<file path="src/rtl/alu_pkg.sv">
// Shared ALU definitions: 4-bit operation codes (also used by the ALU control
// decoder) and small helpers that classify an op code.
package alu_pkg;

  // Logic operations
  localparam logic [3:0] NOTA   = 4'b0000;  // ~A
  localparam logic [3:0] NOTB   = 4'b0001;  // ~B
  localparam logic [3:0] ANDAB  = 4'b0010;  // A & B
  localparam logic [3:0] ORAB   = 4'b0011;  // A | B
  localparam logic [3:0] XORAB  = 4'b0100;  // A ^ B
  localparam logic [3:0] NANDAB = 4'b0101;  // ~(A & B)
  localparam logic [3:0] NORAB  = 4'b0110;  // ~(A | B)
  localparam logic [3:0] XNORAB = 4'b0111;  // ~(A ^ B)
  // Arithmetic operations (two's complement, modulo 2^WIDTH)
  localparam logic [3:0] ADDAB  = 4'b1000;  // A + B
  localparam logic [3:0] SUBAB  = 4'b1001;  // A - B
  localparam logic [3:0] SUBBA  = 4'b1010;  // B - A
  localparam logic [3:0] ADDNN  = 4'b1011;  // -(A + B)
  // Codes 4'b1100..4'b1111 are unused and reported as illegal.

  function automatic logic op_is_arith(input logic [3:0] op);
    return op[3] & ~op[2];
  endfunction

  function automatic logic op_is_illegal(input logic [3:0] op);
    return op[3] & op[2];
  endfunction

endpackage

</file>
<file path="src/rtl/alu_core.sv">
// Combinational ALU compute stage.
// Ports:
//   op      - 4-bit operation code (alu_pkg)
//   a, b    - WIDTH-bit operands
//   result  - WIDTH-bit result (0 for unused codes)
//   ovf     - signed overflow of an arithmetic op, 0 otherwise
//   illegal - op is an unused code
module alu_core
  import alu_pkg::*;
#(
  parameter int WIDTH = 32
) (
  input  logic [3:0]       op,
  input  logic [WIDTH-1:0] a,
  input  logic [WIDTH-1:0] b,
  output logic [WIDTH-1:0] result,
  output logic             ovf,
  output logic             illegal
);

  // Two guard bits hold the exact value of every arithmetic op:
  // A+B needs WIDTH+1 bits, -(A+B) can reach +2^WIDTH and needs WIDTH+2.
  localparam int EW = WIDTH + 2;

  logic signed [EW-1:0] ea;
  logic signed [EW-1:0] eb;
  logic signed [EW-1:0] exact;

  always_comb begin
    // NOTE: every output is given a default first, so no path through the
    // case statement leaves a signal unassigned and infers a latch.
    ea      = {{2{a[WIDTH-1]}}, a};
    eb      = {{2{b[WIDTH-1]}}, b};
    exact   = '0;
    result  = '0;
    ovf     = 1'b0;
    illegal = op_is_illegal(op);

    case (op)
      NOTA:    result = ~a;
      NOTB:    result = ~b;
      ANDAB:   result = a & b;
      ORAB:    result = a | b;
      XORAB:   result = a ^ b;
      NANDAB:  result = ~(a & b);
      NORAB:   result = ~(a | b);
      XNORAB:  result = ~(a ^ b);
      ADDAB:   exact  = ea + eb;
      SUBAB:   exact  = ea - eb;
      SUBBA:   exact  = eb - ea;
      ADDNN:   exact  = -(ea + eb);
      default: result = '0;
    endcase

    // Overflow: the truncated result, sign-extended back, differs from the
    // exact value.
    if (op_is_arith(op)) begin
      result = exact[WIDTH-1:0];
      ovf    = (exact != {{2{exact[WIDTH-1]}}, exact[WIDTH-1:0]});
    end
  end

endmodule

</file>
<file path="src/rtl/alu_exec.sv">
// Two-stage pipelined ALU execute block with valid/ready handshakes.
// S1 registers the request (op, a, b); alu_core computes between S1 and S2;
// S2 registers result and flags and drives the outputs.
// Ports:
//   clk, rst_n            - clock, asynchronous active-low reset
//   in_valid/in_ready     - request handshake
//   in_op, in_a, in_b     - operation code and operands
//   out_valid/out_ready   - result handshake
//   out_result            - WIDTH-bit result
//   out_zero              - result is all zeros
//   out_ovf               - signed overflow (arithmetic ops only)
//   out_illegal           - op was an unused code
module alu_exec
  import alu_pkg::*;
#(
  parameter int WIDTH = 32
) (
  input  logic             clk,
  input  logic             rst_n,
  input  logic             in_valid,
  output logic             in_ready,
  input  logic [3:0]       in_op,
  input  logic [WIDTH-1:0] in_a,
  input  logic [WIDTH-1:0] in_b,
  output logic             out_valid,
  input  logic             out_ready,
  output logic [WIDTH-1:0] out_result,
  output logic             out_zero,
  output logic             out_ovf,
  output logic             out_illegal
);

  // Stage 1: request registers
  logic             s1_valid;
  logic [3:0]       s1_op;
  logic [WIDTH-1:0] s1_a;
  logic [WIDTH-1:0] s1_b;

  // Stage 2: result registers
  logic             s2_valid;
  logic [WIDTH-1:0] s2_result;
  logic             s2_zero;
  logic             s2_ovf;
  logic             s2_illegal;

  // Compute outputs
  logic [WIDTH-1:0] core_result;
  logic             core_ovf;
  logic             core_illegal;

  logic s2_load;     // S2 can take a new value this cycle
  logic s1_advance;  // S1 content moves into S2 this cycle
  logic accept;      // request accepted this cycle

  assign s2_load    = !s2_valid || out_ready;
  assign s1_advance = s1_valid && s2_load;
  assign in_ready   = !s1_valid || s1_advance;
  assign accept     = in_valid && in_ready;

  alu_core #(
    .WIDTH (WIDTH)
  ) u_core (
    .op      (s1_op),
    .a       (s1_a),
    .b       (s1_b),
    .result  (core_result),
    .ovf     (core_ovf),
    .illegal (core_illegal)
  );

  // NOTE: sequential state uses non-blocking assignments so every register
  // samples the pre-edge values, independent of statement order.
  // NOTE: the data registers are reset too: they drive outputs that must
  // read 0 after reset, and the cost is a handful of flops.
  always_ff @(posedge clk or negedge rst_n) begin
    if (!rst_n) begin
      s1_valid <= 1'b0;
      s1_op    <= '0;
      s1_a     <= '0;
      s1_b     <= '0;
    end else begin
      if (accept) begin
        s1_valid <= 1'b1;
        s1_op    <= in_op;
        s1_a     <= in_a;
        s1_b     <= in_b;
      end else if (s1_advance) begin
        s1_valid <= 1'b0;
      end
    end
  end

  // S2 holds its content while stalled, keeping the outputs stable.
  always_ff @(posedge clk or negedge rst_n) begin
    if (!rst_n) begin
      s2_valid   <= 1'b0;
      s2_result  <= '0;
      s2_zero    <= 1'b0;
      s2_ovf     <= 1'b0;
      s2_illegal <= 1'b0;
    end else if (s2_load) begin
      s2_valid <= s1_valid;
      if (s1_valid) begin
        s2_result  <= core_result;
        s2_zero    <= (core_result == '0);
        s2_ovf     <= core_ovf;
        s2_illegal <= core_illegal;
      end
    end
  end

  assign out_valid   = s2_valid;
  assign out_result  = s2_result;
  assign out_zero    = s2_zero;
  assign out_ovf     = s2_ovf;
  assign out_illegal = s2_illegal;

endmodule

</file>
<file path="config.mk">
export PLATFORM = sky130hd
export DESIGN_NAME = alu_exec
export DESIGN_NICKNAME = d
export VERILOG_FILES = /design/src/rtl/alu_pkg.sv /design/src/rtl/alu_core.sv /design/src/rtl/alu_exec.sv
export SDC_FILE = /design/constraint.sdc
export NUM_CORES = 1
export LEC_CHECK = 0
export ABC_CLOCK_PERIOD_IN_PS = 6200
export CORE_AREA = 2 2 180 182
export DETAILED_ROUTE_END_ITERATION = 7
export DIE_AREA = 0 0 182 184
export GPL_ROUTABILITY_DRIVEN = 0
export REMOVE_ABC_BUFFERS = 1
export SETUP_SLACK_MARGIN = 0.5
export SYNTH_ARGS = -nofsm -noshare
export SYNTH_HDL_FRONTEND = slang
export SYNTH_SLANG_ARGS = --single-unit
</file>
<file path="constraint.sdc">
create_clock -name clk -period 6.2 [get_ports clk]
set_clock_uncertainty 0.05 [all_clocks]
set_input_delay 0.93 -clock clk [delete_from_list [all_inputs] [get_ports clk]]
set_output_delay 0.93 -clock clk [all_outputs]
set_load 0.01 [all_outputs]
</file>
==> metrics.md <==
| Metric | Value |
|---|---|
| Result of the run | `finished, final reports clean` |
| Filler cells | `3067` |
| Total clock sinks | `105` |
| Asr flop ratio synth | `100%` |
| Commonest non-fill, non-tap cells in the layout | `172 x sky130_fd_sc_hd__nand2_1, 151 x sky130_fd_sc_hd__nor2_1, 142 x sky130_fd_sc_hd__a21oi_1` |
| Cell repeated most along the worst path | `sky130_fd_sc_hd__a2111oi_0` |
| Post-layout minimum cycle time | `5.02 ns` |
| Setup bufs post-CTS | `0` |
| Leak | `6.41 nW` |
| Final-layout setup total negative slack | `0 ns` |
| Cell row count | `65` |
| Cell types with the largest area share after synthesis | `sky130_fd_sc_hd__dfrtp_1 19%, sky130_fd_sc_hd__ha_1 12%, sky130_fd_sc_hd__mux2_2 6.1%` |
| Die Area | `33500 um2` |
| Required @ worst endpoint | `6.47 ns` |
| Clock input transition at the sequential cells of the worst setup and hold paths | `0.09 ns` |
| Average via count per standard cell | `6.65` |
| Total power per unit cell area | `327 nW/um2` |
| Category of the critical setup timing path | `reg -> reg` |
| Number of warnings reported in the yosys synthesis log | `0` |
| Class of the worst hold path | `reg -> reg` |
| Number of global-route vias before repair | `13800` |
| Area occupied by multi-input gates | `10600 um2` |
| Number of DRC violations after detailed-routing iteration 0 | `1941` |
| Die outline width | `182 um` |
| Initial antenna violation count | `0` |
| Grt ovf | `0` |
| Worst hold slack | `0.429 ns` |
| Final antenna-violating net count | `0` |
| Cells along the critical path | `inv_1 -> ha_1 -> o21bai_1 -> a2111oi_0 -> nor2_1 -> o21ai_0 -> nor2b_1 -> o22a_1 -> a21oi_1 -> a2111oi_0 -> buf_4 -> nand4b_1 -> nor4_1 -> nand4_1 -> o21ai_1` |
| Number of enable flip-flop cells after synthesis | `0` |
| Htree depth | `3` |
| Post-CTS Hold Buffers | `0` |
| Flip-flop and latch count after synthesis | `105` |
| Mean area per synthesized cell | `7.62 um2` |
| Maximum cell stage delay along the critical path | `0.78 ns` |
| Sequential fraction of the synthesis area | `18.7%` |
| Top-area cell type share of the netlist area | `18.7%` |
| Maximum fanout along the worst path | `15` |
| Root buffer selected by CTS | `sky130_fd_sc_hd__clkbuf_16` |
| Final max-slew violation count | `0` |
| Count of port buffers added during placement | `108` |
| Starting density of the core | `44.7%` |
| Synthesized instance count | `1841` |
| Number of buffers created by CTS | `9` |
| I/O pins | `109` |
| Post-Route WL | `52.0 mm` |
| Clock network latency to the later pin of the worst-skew pair | `0.39 ns` |
| Post-synthesis instance area | `14000 um2` |
| Max-cap violations | `0` |
| Nets | `2069` |
| GRT Resource Usage Total | `30.8%` |
| Max Root-Sink Buffers | `2` |
| Number of diodes added for antenna fixing | `0` |
| Register cell area after layout | `2630 um2` |
| Slowest cell on the critical path | `sky130_fd_sc_hd__a2111oi_0` |
| RSZ-0062 raised after global routing | `no` |
| Area delta synth->final | `12.0%` |
| Total core area | `31400 um2` |
| Main synth FF type | `sky130_fd_sc_hd__dfrtp_1` |
| Fraction of layout instances using a drive strength above 1 | `9.20%` |
| Via Count | `15100` |
| Height of the die | `184 um` |
| Maximum number of pins on one net before global-route repair | `69` |
| Largest vdd supply drop | `204 uV` |
| Kind of capture point of the worst setup path | `flop` |
| Post-DP HPWL | `39.5 mm` |
| Final Hold Vio Count | `0` |
| Post-synth cell types | `92` |
| Setup crit start kind | `flop` |
| Slew @ Worst Pin | `1.15 ns` |
| First-pass GRT wire length | `80.4 mm` |
| Arrival time worst endpoint | `5.29 ns` |
| Tightest slew margin relative to the limit | `22.6%` |
| Most common cell after layout, fill and taps aside | `sky130_fd_sc_hd__nand2_1` |
| CTS tree | `built` |
| Total iterations of the first detailed-routing run | `6` |
| Wirelength per Cell | `22.9 um` |
| Post-CTS Resized | `0` |
| Remaining DRCs | `0` |
| Cell type with the largest total area after synthesis | `sky130_fd_sc_hd__dfrtp_1` |
| Setup-failing EPs final | `0` |
| Top achievable clock speed | `199 MHz` |
| Ratio of final minimum period to clock period | `81.0%` |
cell families after synthesis:
kind of cell	count (synthesis)	synth area share, %
XOR/XNOR	49	3.06
adder cells (fa/ha/maj)	132	11.9
buffers and inverters	231	6.30
flip-flops	105	18.7
AO/OA/AOI/OAI	619	30.3
AND/OR/NAND/NOR	600	21.2
multiplexers	105	8.44
synthesized netlist by cell type (all sizes together), types with 21 or more instances:
cell       n
a21oi    142
o22ai     26
a21o      26
mux2      76
inv      106
mux2i     26
nor3      43
nor4      42
buf       34
o211ai    35
nand2    173
a31oi     21
nor2     153
xnor2     40
a2111oi   22
dfrtp    105
a211oi    44
o21ai    113
ha       129
clkbuf    91
nand3     36
nor2b     27
critical path, delay by kind of cell, from the launching register on:
family,cells,cell delay (ns)
AOI/OAI and AO/OA,7,2.39
and+or+nand+nor,5,1.14
adders and majority gates,1,0.60
DFF,1,0.43
buffers and inverters,2,0.34
where the power goes:
part           internal [mW]  switching, mW  leakage, nW
Clock                  0.293          0.306        0.144
Combinational           1.31           2.23         5.02
Sequential             0.842          0.161         1.25
Total                   2.44           2.70         6.41
state kept, by name (all words and copies together), names as in the netlist, 4 cells and up:
signal / count
s1_op: 4
out_result: 32
s1_a: 32
s1_b: 32
per-layer routing:
metal / vias to the layer above / track usage [%] / part of all wire [%]
met2: 946 / 45.8 / 42
li1: 6888 / - / -
met5: - / 0 / 0
met1: 7134 / 43.5 / 44
met3: 138 / 5.92 / 10
met4: 0 / 12.6 / 3.7
final timing paths:
kind | start | slack (ns) | to | cells past startpoint
hold / removal | out_result[24] | 0.43 | out_result[24] | 2
hold reg to reg | out_result[24] | 0.43 | out_result[24] | 2
setup / recovery | s1_a[2] | 1.18 | out_zero | 15
setup reg to reg | s1_a[2] | 1.18 | out_zero | 15
min in group asynchronous | rst_n | 0.47 | s1_a[8] | 1
max in group asynchronous | rst_n | 4.38 | s1_b[29] | 2
cell type report:
type / instances / area share [%]
clock inverter: 6 / 0.359
inverter: 106 / 2.53
timing repair buffer: 138 / 8.38
multi-input combinational: 1505 / 67.2
tap: 402 / 3.20
sequential: 105 / 16.8
clock buffer: 10 / 1.52
through the flow:
stage | worst slack [ns] | utilization, % | instance area (um2) | power [mW] | instances
floorplan | 1.20 | - | 13500 | 3.28 | 1716
global placement | 1.41 | 49.1 | 15400 | 4.39 | 2256
detailed placement | 1.33 | 49.1 | 15400 | 4.42 | 2256
CTS | 1.30 | 50.0 | 15700 | 5.05 | 2272
global route | 0.773 | 50.0 | 15700 | 5.46 | 2272
finish | 1.18 | 50.0 | 15700 | 5.14 | 2272
(Power assumes the default switching activity.)
